--- src/rtl/mod_updown_counter.sv ---
// rtl/mod_updown_counter.sv - parametrised synchronous mod-N up/down counter with load, clear and sticky overflow
// Optional tick prescaler is built only when COUNTER_PRESCALE_EN is defined.
module mod_updown_counter #(
  parameter int     WIDTH    = 4,
  parameter longint MODULUS  = 16,
  parameter int     PRESCALE = 1
) (
  input  logic             clk,
  input  logic             reset,
  input  logic             clear,
  input  logic             en,
  input  logic             up_dn,
  input  logic             load,
  input  logic [WIDTH-1:0] load_val,
  input  logic             ovf_clr,
  output logic [WIDTH-1:0] q,
  output logic             tc,
  output logic             overflow
);

  generate
    if (WIDTH < 1 || WIDTH > 32) begin : g_bad_width
      $error("mod_updown_counter: WIDTH must be in 1..32");
    end
    if (MODULUS < 2 || MODULUS > (longint'(1) << WIDTH)) begin : g_bad_modulus
      $error("mod_updown_counter: MODULUS must be in 2..2**WIDTH");
    end
  endgenerate

  localparam logic [WIDTH-1:0] LP_MAX = WIDTH'(MODULUS - 1);

  logic [WIDTH-1:0] r_q;
  logic             r_ovf;
  logic             w_tick;
  logic             w_wrap;
  logic [WIDTH-1:0] w_load_q;

`ifdef COUNTER_PRESCALE_EN
  generate
    if (PRESCALE < 1) begin : g_bad_prescale
      $error("mod_updown_counter: PRESCALE must be >= 1");
    end
  endgenerate

  localparam int              LP_PW    = (PRESCALE > 1) ? $clog2(PRESCALE) : 1;
  localparam logic [LP_PW-1:0] LP_PLAST = LP_PW'(PRESCALE - 1);

  logic [LP_PW-1:0] r_pre;

  assign w_tick = en & (r_pre == LP_PLAST);

  always_ff @(posedge clk or posedge reset) begin
    if (reset) begin
      r_pre <= '0;
    end else if (clear | load | w_tick) begin
      r_pre <= '0;
    end else if (en) begin
      r_pre <= r_pre + 1'b1;
    end
  end
`else
  assign w_tick = en;
`endif

  assign tc       = w_tick & (up_dn ? (r_q == LP_MAX) : (r_q == '0));
  assign w_wrap   = tc & ~clear & ~load;
  // Out-of-range load values clamp to the top of the count range.
  assign w_load_q = (64'(load_val) > 64'(MODULUS - 1)) ? LP_MAX : load_val;

  always_ff @(posedge clk or posedge reset) begin
    if (reset) begin
      r_q <= '0;
    end else if (clear) begin
      r_q <= '0;
    end else if (load) begin
      r_q <= w_load_q;
    end else if (w_tick) begin
      if (up_dn) begin
        r_q <= (r_q == LP_MAX) ? '0 : r_q + 1'b1;
      end else begin
        r_q <= (r_q == '0) ? LP_MAX : r_q - 1'b1;
      end
    end
  end

  always_ff @(posedge clk or posedge reset) begin
    if (reset) begin
      r_ovf <= 1'b0;
    end else if (w_wrap) begin
      r_ovf <= 1'b1;
    end else if (ovf_clr) begin
      r_ovf <= 1'b0;
    end
  end

  assign q        = r_q;
  assign overflow = r_ovf;

endmodule

--- config.mk ---
export PLATFORM = sky130hd
export DESIGN_NAME = mod_updown_counter
export DESIGN_NICKNAME = d
export VERILOG_FILES = /design/src/rtl/mod_updown_counter.sv
export SDC_FILE = /design/constraint.sdc
export NUM_CORES = 1
export LEC_CHECK = 0
export CORE_AREA = 8 8 45 47
export CTS_BUF_LIST = sky130_fd_sc_hd__clkbuf_8
export CTS_CLUSTER_DIAMETER = 100
export DETAILED_ROUTE_END_ITERATION = 12
export DIE_AREA = 0 0 53 55
export GPL_TIMING_DRIVEN = 1
export PLACE_DENSITY = 0.67
export SYNTH_ARGS = -nofsm -noshare
export SYNTH_HDL_FRONTEND = slang
export SYNTH_SLANG_ARGS = --single-unit
--- constraint.sdc ---
create_clock -name clk -period 1.4 [get_ports clk]
set_input_delay 0.35 -clock clk [delete_from_list [all_inputs] [get_ports clk]]
set_output_delay 0.35 -clock clk [all_outputs]
set_load 0.01 [all_outputs]
==> results.json, run 1 <==
{
  "wl_per_cell_um": 13.6,
  "core-area_um2": 1380,
  "antenna_cells": 0,
  "synthTopCellsByArea": "dfrtp_1, a21oi_1, inv_1",
  "clk_pin_slew_ns": 0.04,
  "timing.critical_path.buf_inv": 2,
  "ys_ff_latch": 5,
  "crit_fanout": 4,
  "vias_per_cell": 4.94,
  "fillers": 132,
  "power.leakage_uw": 0.000395,
  "postRouteWirelength_um": 1360,
  "num_io_pins": 17,
  "postSynthCellCount": 49,
  "swShare_pct": 27.7,
  "globalRouteMet2Util_pct": 17.0,
  "finalCritPeriodShare_pct": 124,
  "netlist.area_leader.share_pct": 31.2,
  "violations": "negative setup slack",
  "worst_setup_path_end_kind": "output port",
  "grt-busiest-layer": "met2",
  "io_buffers": 16,
  "first_iter_violations": 8,
  "drv_cap": 0,
  "period_minus_slack_ns": 1.74,
  "worstPathRequired_ns": 1.05,
  "hold_violations": 0,
  "drc": 0,
  "cts_sinks": 5,
  "synth_top_area_cell": "dfrtp_1",
  "htreeDepth": 1,
  "ff2ff_path_depth": 5,
  "rr_endpoint": "q[3]",
  "p_int_uw": 477,
  "cts-root-buf": "clkbuf_8",
  "netlist_area_um2": 402,
  "post-route-util_pct": 59.1,
  "cts_buffer_depth": 2,
  "syn_nets": 62,
  "critical_path_class": "reg2out",
  "dpl.hpwl_um": 1010,
  "globalRouteOverflowTotal": 0,
  "synth_ff_type": "dfrtp_1",
  "ant_nets": 0,
  "synthArstFlopShare_pct": 100,
  "grt_use_total_pct": 10.2,
  "cts_buffers": 3,
  "multiInputGateArea_um2": 318,
  "dr.pass1.iters": 3,
  "yosysMostFrequentCell": "inv_1",
  "p_seq_share_pct": 25.6,
  "tightest_slew_ns": 0.369,
  "grt_use_met1_pct": 11.1,
  "nNetsFinal": 98,
  "holdCritPathClass": "in2async",
  "finClkSkew_ns": 0.000398,
  "grt_max_degree": 10,
  "design.die.area_um2": 2920,
  "seq_area_um2": 129,
  "ys_seq_area_share_pct": 31.2,
  "pwr-share-clk_pct": 39.3,
  "routed-via-count": 494,
  "cts_tree": "yes",
  "critPathMaxStageDelay_ns": 0.42,
  "ys_warn_count": 0,
  "r2r-start": "q[0]",
  "grt_pass1_wl_um": 2150,
  "reg2reg_slack_ns": -0.20,
  "combPwrFrac_pct": 35.2,
  "die_w_um": 53,
  "crit_path_cell_trace": "inv_2 > ha_4 > nor3b_4 > a21oi_2 > nor2_1 > buf_2",
  "arrival_ns": 1.39,
  "syn_avg_cell_area_um2": 8.20,
  "startpoint_type": "register",
  "start_util_pct": 29.0,
  "gr-usage-met3_pct": 2.94,
  "antenna_found_initial": 0,
  "post_route_cells_drive_above_1_share_pct": 44.0,
  "setup_violations": 5,
  "slew_viol_final": 0,
  "synth_commonest_cells": "inv_1, a21oi_1, dfrtp_1, nor2_1",
  "synth_cell_types": 27,
  "num_rows": 14,
  "switching_power_uw": 183,
  "synth_edf_count": 0,
  "globalplace.congestion": 0.802,
  "powerDensity_nw_per_um2": 808,
  "rsz0062_at_grt": "true",
  "dp_slack_ns": -0.779,
  "slew_headroom_pct": 75.3,
  "status": "finished with violations",
  "setup_slack_ns": -0.337,
  "grt_pass1_vias": 492,
  "fmaxAchievable_mhz": 576,
  "clock_latency_ns": 0.22,
  "fp.dieH_um": 55,
  "crit_family": "flip-flops",
  "critPathSlowestCell": "dfrtp_2",
  "syn_to_final_growth_pct": 104,
  "vdd_drop_max_mv": 0.540,
  "holdWs_ns": 0.322
}
[worst register-to-register path, stage by stage, from the launching register on]
cell and delay (ns):
dfrtp_2 0.43, buf_4 0.17, or4b_1 0.51, o311a_1 0.13, o221ai_2 0.13, a21oi_1 0.10
[timing repair]
action | CTS | global route
buffers inserted | 0 | 2
resized for setup | 21 | 5
hold buffers | 0 | 0
endpoints found under the setup margin | 11 | 9
pin swaps | 5 | 2
[cells in the final DEF (no fill, tap or decap), types with 3 or more instances in the layout]
cell	n
buf_4	16
clkdlybuf4s50_1	9
inv_1	6
nor2_1	5
a21oi_1	5
clkbuf_8	3
dlygate4sd2_1	3
dfrtp_2	3
[worst max path at each step]
| stage | slack (ns) | endpoint | depth (start not counted) | startpoint |
|---|---|---|---|---|
| 2_1_floorplan | -0.06 | tc | 5 | q[0] |
| 3_3_place_gp | -0.74 | tc | 5 | up_dn |
| 3_5_place_dp | -0.78 | tc | 5 | up_dn |
| 4_1_cts | -0.36 | tc | 6 | q[1] |
| 5_1_grt | -0.45 | tc | 6 | q[1] |
| 6_report | -0.34 | tc | 6 | q[1] |
[sequential cells by signal, indices dropped and copies added, names as in the netlist]
register and count:
overflow 1, q 4
[through the flow]
step	TNS (ns)	cells	power, µW	cell area, µm²
final	-0.733	100	661	818
after global routing	-1.17	100	702	818
after CTS	-0.705	99	660	798
after detailed placement	-2.24	95	378	714
after global placement	-2.09	95	375	714
after floorplan	-0.0667	49	260	423
[metal layers]
metal	vias up	share of wire, %
met5	-	0
met4	0	1.0
met3	2	5.7
met2	13	50
met1	235	43
li1	244	-
[layout make-up]
cell class | count | area share (%)
Multi-Input combinational cell | 35 | 38.8
Timing Repair Buffer | 33 | 34.3
Sequential cell | 5 | 15.7
Clock buffer | 3 | 5.05
Inverter | 7 | 3.21
Tap cell | 16 | 2.45
Clock inverter | 1 | 0.459
[power groups by stage]
stage	Clock, µW	Sequential, µW	Combinational [µW]
detailed placement	0	170	209
CTS	270	169	221
global route	278	171	253
finish	259	169	232
floorplan	0	178	82.3
global placement	0	169	205
[cell families after synthesis]
family / synth area share, %
compound gates: 27.1
simple gates: 17.4
buf+inv: 8.72
flops: 31.2
xor+xnor: 4.36
mux: 4.98
fa+ha+maj: 6.23
Power figures use the tool's default switching activity.
==> inputs of run 2 (changes only) <==
--- a/config.mk
+++ b/config.mk
@@ -11,7 +11,8 @@
 export DETAILED_ROUTE_END_ITERATION = 12
 export DIE_AREA = 0 0 53 55
 export GPL_TIMING_DRIVEN = 1
-export PLACE_DENSITY = 0.67
+export MAX_ROUTING_LAYER = met4
+export PLACE_DENSITY = 0.65
 export SYNTH_ARGS = -nofsm -noshare
 export SYNTH_HDL_FRONTEND = slang
 export SYNTH_SLANG_ARGS = --single-unit
==> constraint.sdc (replaced) <==
create_clock -name clk -period 1.9 [get_ports clk]
set_input_delay 0.475 -clock clk [delete_from_list [all_inputs] [get_ports clk]]
set_output_delay 0.475 -clock clk [all_outputs]
set_load 0.01 [all_outputs]
==> run 2 against run 1 <==
Net effect: the flow now finishes without violations; sequential cell count stayed put; core utilization increased by 0.45 points; cell count increased by 4.0%; critical path depth down 4; non-clock buffer count increased by 4; highest routed layer unchanged.
==> results.json, run 2 (synthesis gave the netlist of run 1 again) <==
{
  "design.die.area_um2": 2920,
  "first_iter_violations": 5,
  "status": "finished, final reports clean",
  "htreeDepth": 1,
  "drc": 0,
  "worstPathRequired_ns": 1.42,
  "postRouteWirelength_um": 1450,
  "clk_pin_slew_ns": 0.04,
  "finClkSkew_ns": 0.00240,
  "drv_cap": 0,
  "syn_to_final_growth_pct": 105,
  "clock_latency_ns": 0.22,
  "globalRouteMet2Util_pct": 18.8,
  "tightest_slew_ns": 0.338,
  "holdCritPathClass": "in2async",
  "hold_violations": 0,
  "period_minus_slack_ns": 1.84,
  "rsz0062_at_grt": "true",
  "crit_fanout": 7,
  "setup_violations": 0,
  "stdcell_area_um2": 825,
  "cts_tree": "yes",
  "grt_max_degree": 11,
  "layout_common_cells": "buf_4, clkdlybuf4s50_1, inv_1",
  "grt_use_met1_pct": 9.23,
  "dr.pass1.iters": 3,
  "io_buffers": 16,
  "post_route_cells_drive_above_1_share_pct": 37.5,
  "wl_per_cell_um": 13.9,
  "fp.dieH_um": 55,
  "startpoint_type": "register",
  "cts_buffers": 3,
  "globalRouteOverflowTotal": 0,
  "antenna_found_initial": 0,
  "grt_pass1_vias": 519,
  "num_io_pins": 17,
  "power.leakage_uw": 0.000387,
  "core-area_um2": 1380,
  "grt_pass1_wl_um": 2110,
  "vdd_drop_max_mv": 0.429,
  "fmaxAchievable_mhz": 543,
  "antenna_cells": 0,
  "cts_sinks": 5,
  "nNetsFinal": 102,
  "finalCritPeriodShare_pct": 97.0,
  "crit_family": "buffers and inverters",
  "gr-usage-met3_pct": 3.21,
  "vias_per_cell": 4.89,
  "final_common_cell": "buf_4",
  "crit_path_cell_trace": "buf_4 > clkdlybuf4s50_1",
  "timing.critical_path.buf_inv": 2,
  "slew_viol_final": 0,
  "placed_cell_area_um2": 671,
  "grt-busiest-layer": "met2",
  "die_w_um": 53,
  "critPathSlowestCell": "clkdlybuf4s50_1",
  "slew_headroom_pct": 77.4,
  "start_util_pct": 29.0,
  "arrival_ns": 1.37,
  "globalplace.congestion": 0.860,
  "critPathMaxStageDelay_ns": 0.56,
  "powerDensity_nw_per_um2": 601,
  "holdWs_ns": 0.449,
  "cts-root-buf": "clkbuf_8",
  "ant_nets": 0,
  "grt_use_total_pct": 10.2,
  "cts_buffer_depth": 2,
  "critical_path_class": "reg2out",
  "num_rows": 14,
  "largest_register_ffs": 4,
  "worst_setup_path_end_kind": "output port",
  "routed-via-count": 509
}
## run 2: cell count changes in the layout (fill, tap and decap cells not counted), moves of 2 or more
cell	previous run	this run
buf_4	16	19
clkdlybuf4s15_2	2	0
clkdlybuf4s50_1	9	14
dfrtp_1	2	5
dfrtp_2	3	0
dlygate4sd2_1	3	1
## run 2: cell type report
| type | instances | area [µm²] |
|---|---|---|
| fill | 113 | 559 |
| inverter | 7 | 26.3 |
| sequential | 5 | 125 |
| multi-input combinational | 35 | 289 |
| clock buffer | 3 | 41.3 |
| timing repair buffer | 37 | 319 |
| tap | 16 | 20.0 |
| clock inverter | 1 | 3.75 |
## run 2: timing repair
| action | in CTS | in global routing |
|---|---|---|
| setup endpoints to repair | 1 | 1 |
| hold buffers | 0 | 0 |
| gates resized for setup | 7 | 11 |
| setup buffers | 1 | 7 |
| pin swaps | 1 | 5 |
| gates cloned | 0 | 0 |
## run 2: layer usage
metal | up-vias | wire length (µm)
li1 | 252 | -
met1 | 237 | 561
met2 | 16 | 792
met3 | 4 | 76
met4 | 0 | 15
met5 | - | 0
## run 2: worst register-to-register path: cells and delay by family (launching register included)
| kind | cells | cell delay (ns) |
|---|---|---|
| AOI/OAI and AO/OA | 3 | 0.43 |
| buffers and inverters | 2 | 0.27 |
| DFF | 1 | 0.38 |
| and+or+nand+nor | 1 | 0.52 |
## run 2: power by group
group	internal, µW	switching, µW	total (µW)
registers	115	6.46	121
logic	108	75.6	183
clock network	139	53.0	192
total	361	135	496
## run 2: stage by stage
stage               setup TNS [ns]  instances  setup WS, ns  utilization, %  power, µW
global placement            -0.537         92        -0.537            48.5        266
detailed placement          -0.536         92        -0.536            48.5        267
floorplan                        0         49         0.181               -        185
global route               -0.0334        104       -0.0334            59.6        523
finish                           0        104        0.0578            59.6        496
CTS                              0         97       0.00819            52.4        467
## run 2: worst paths after layout
path | from | end | slack (ns) | cells after the start
worst max-delay path | q[2] | q[2] | 0.06 | 2
worst min-delay path | reset | q[2] | 0.45 | 2
worst max register to register | q[1] | q[3] | 0.18 | 6
worst min register to register | overflow | overflow | 0.50 | 2
max in group asynchronous | reset | q[0] | 1.28 | 2
min in group clk | overflow | overflow | 0.50 | 2
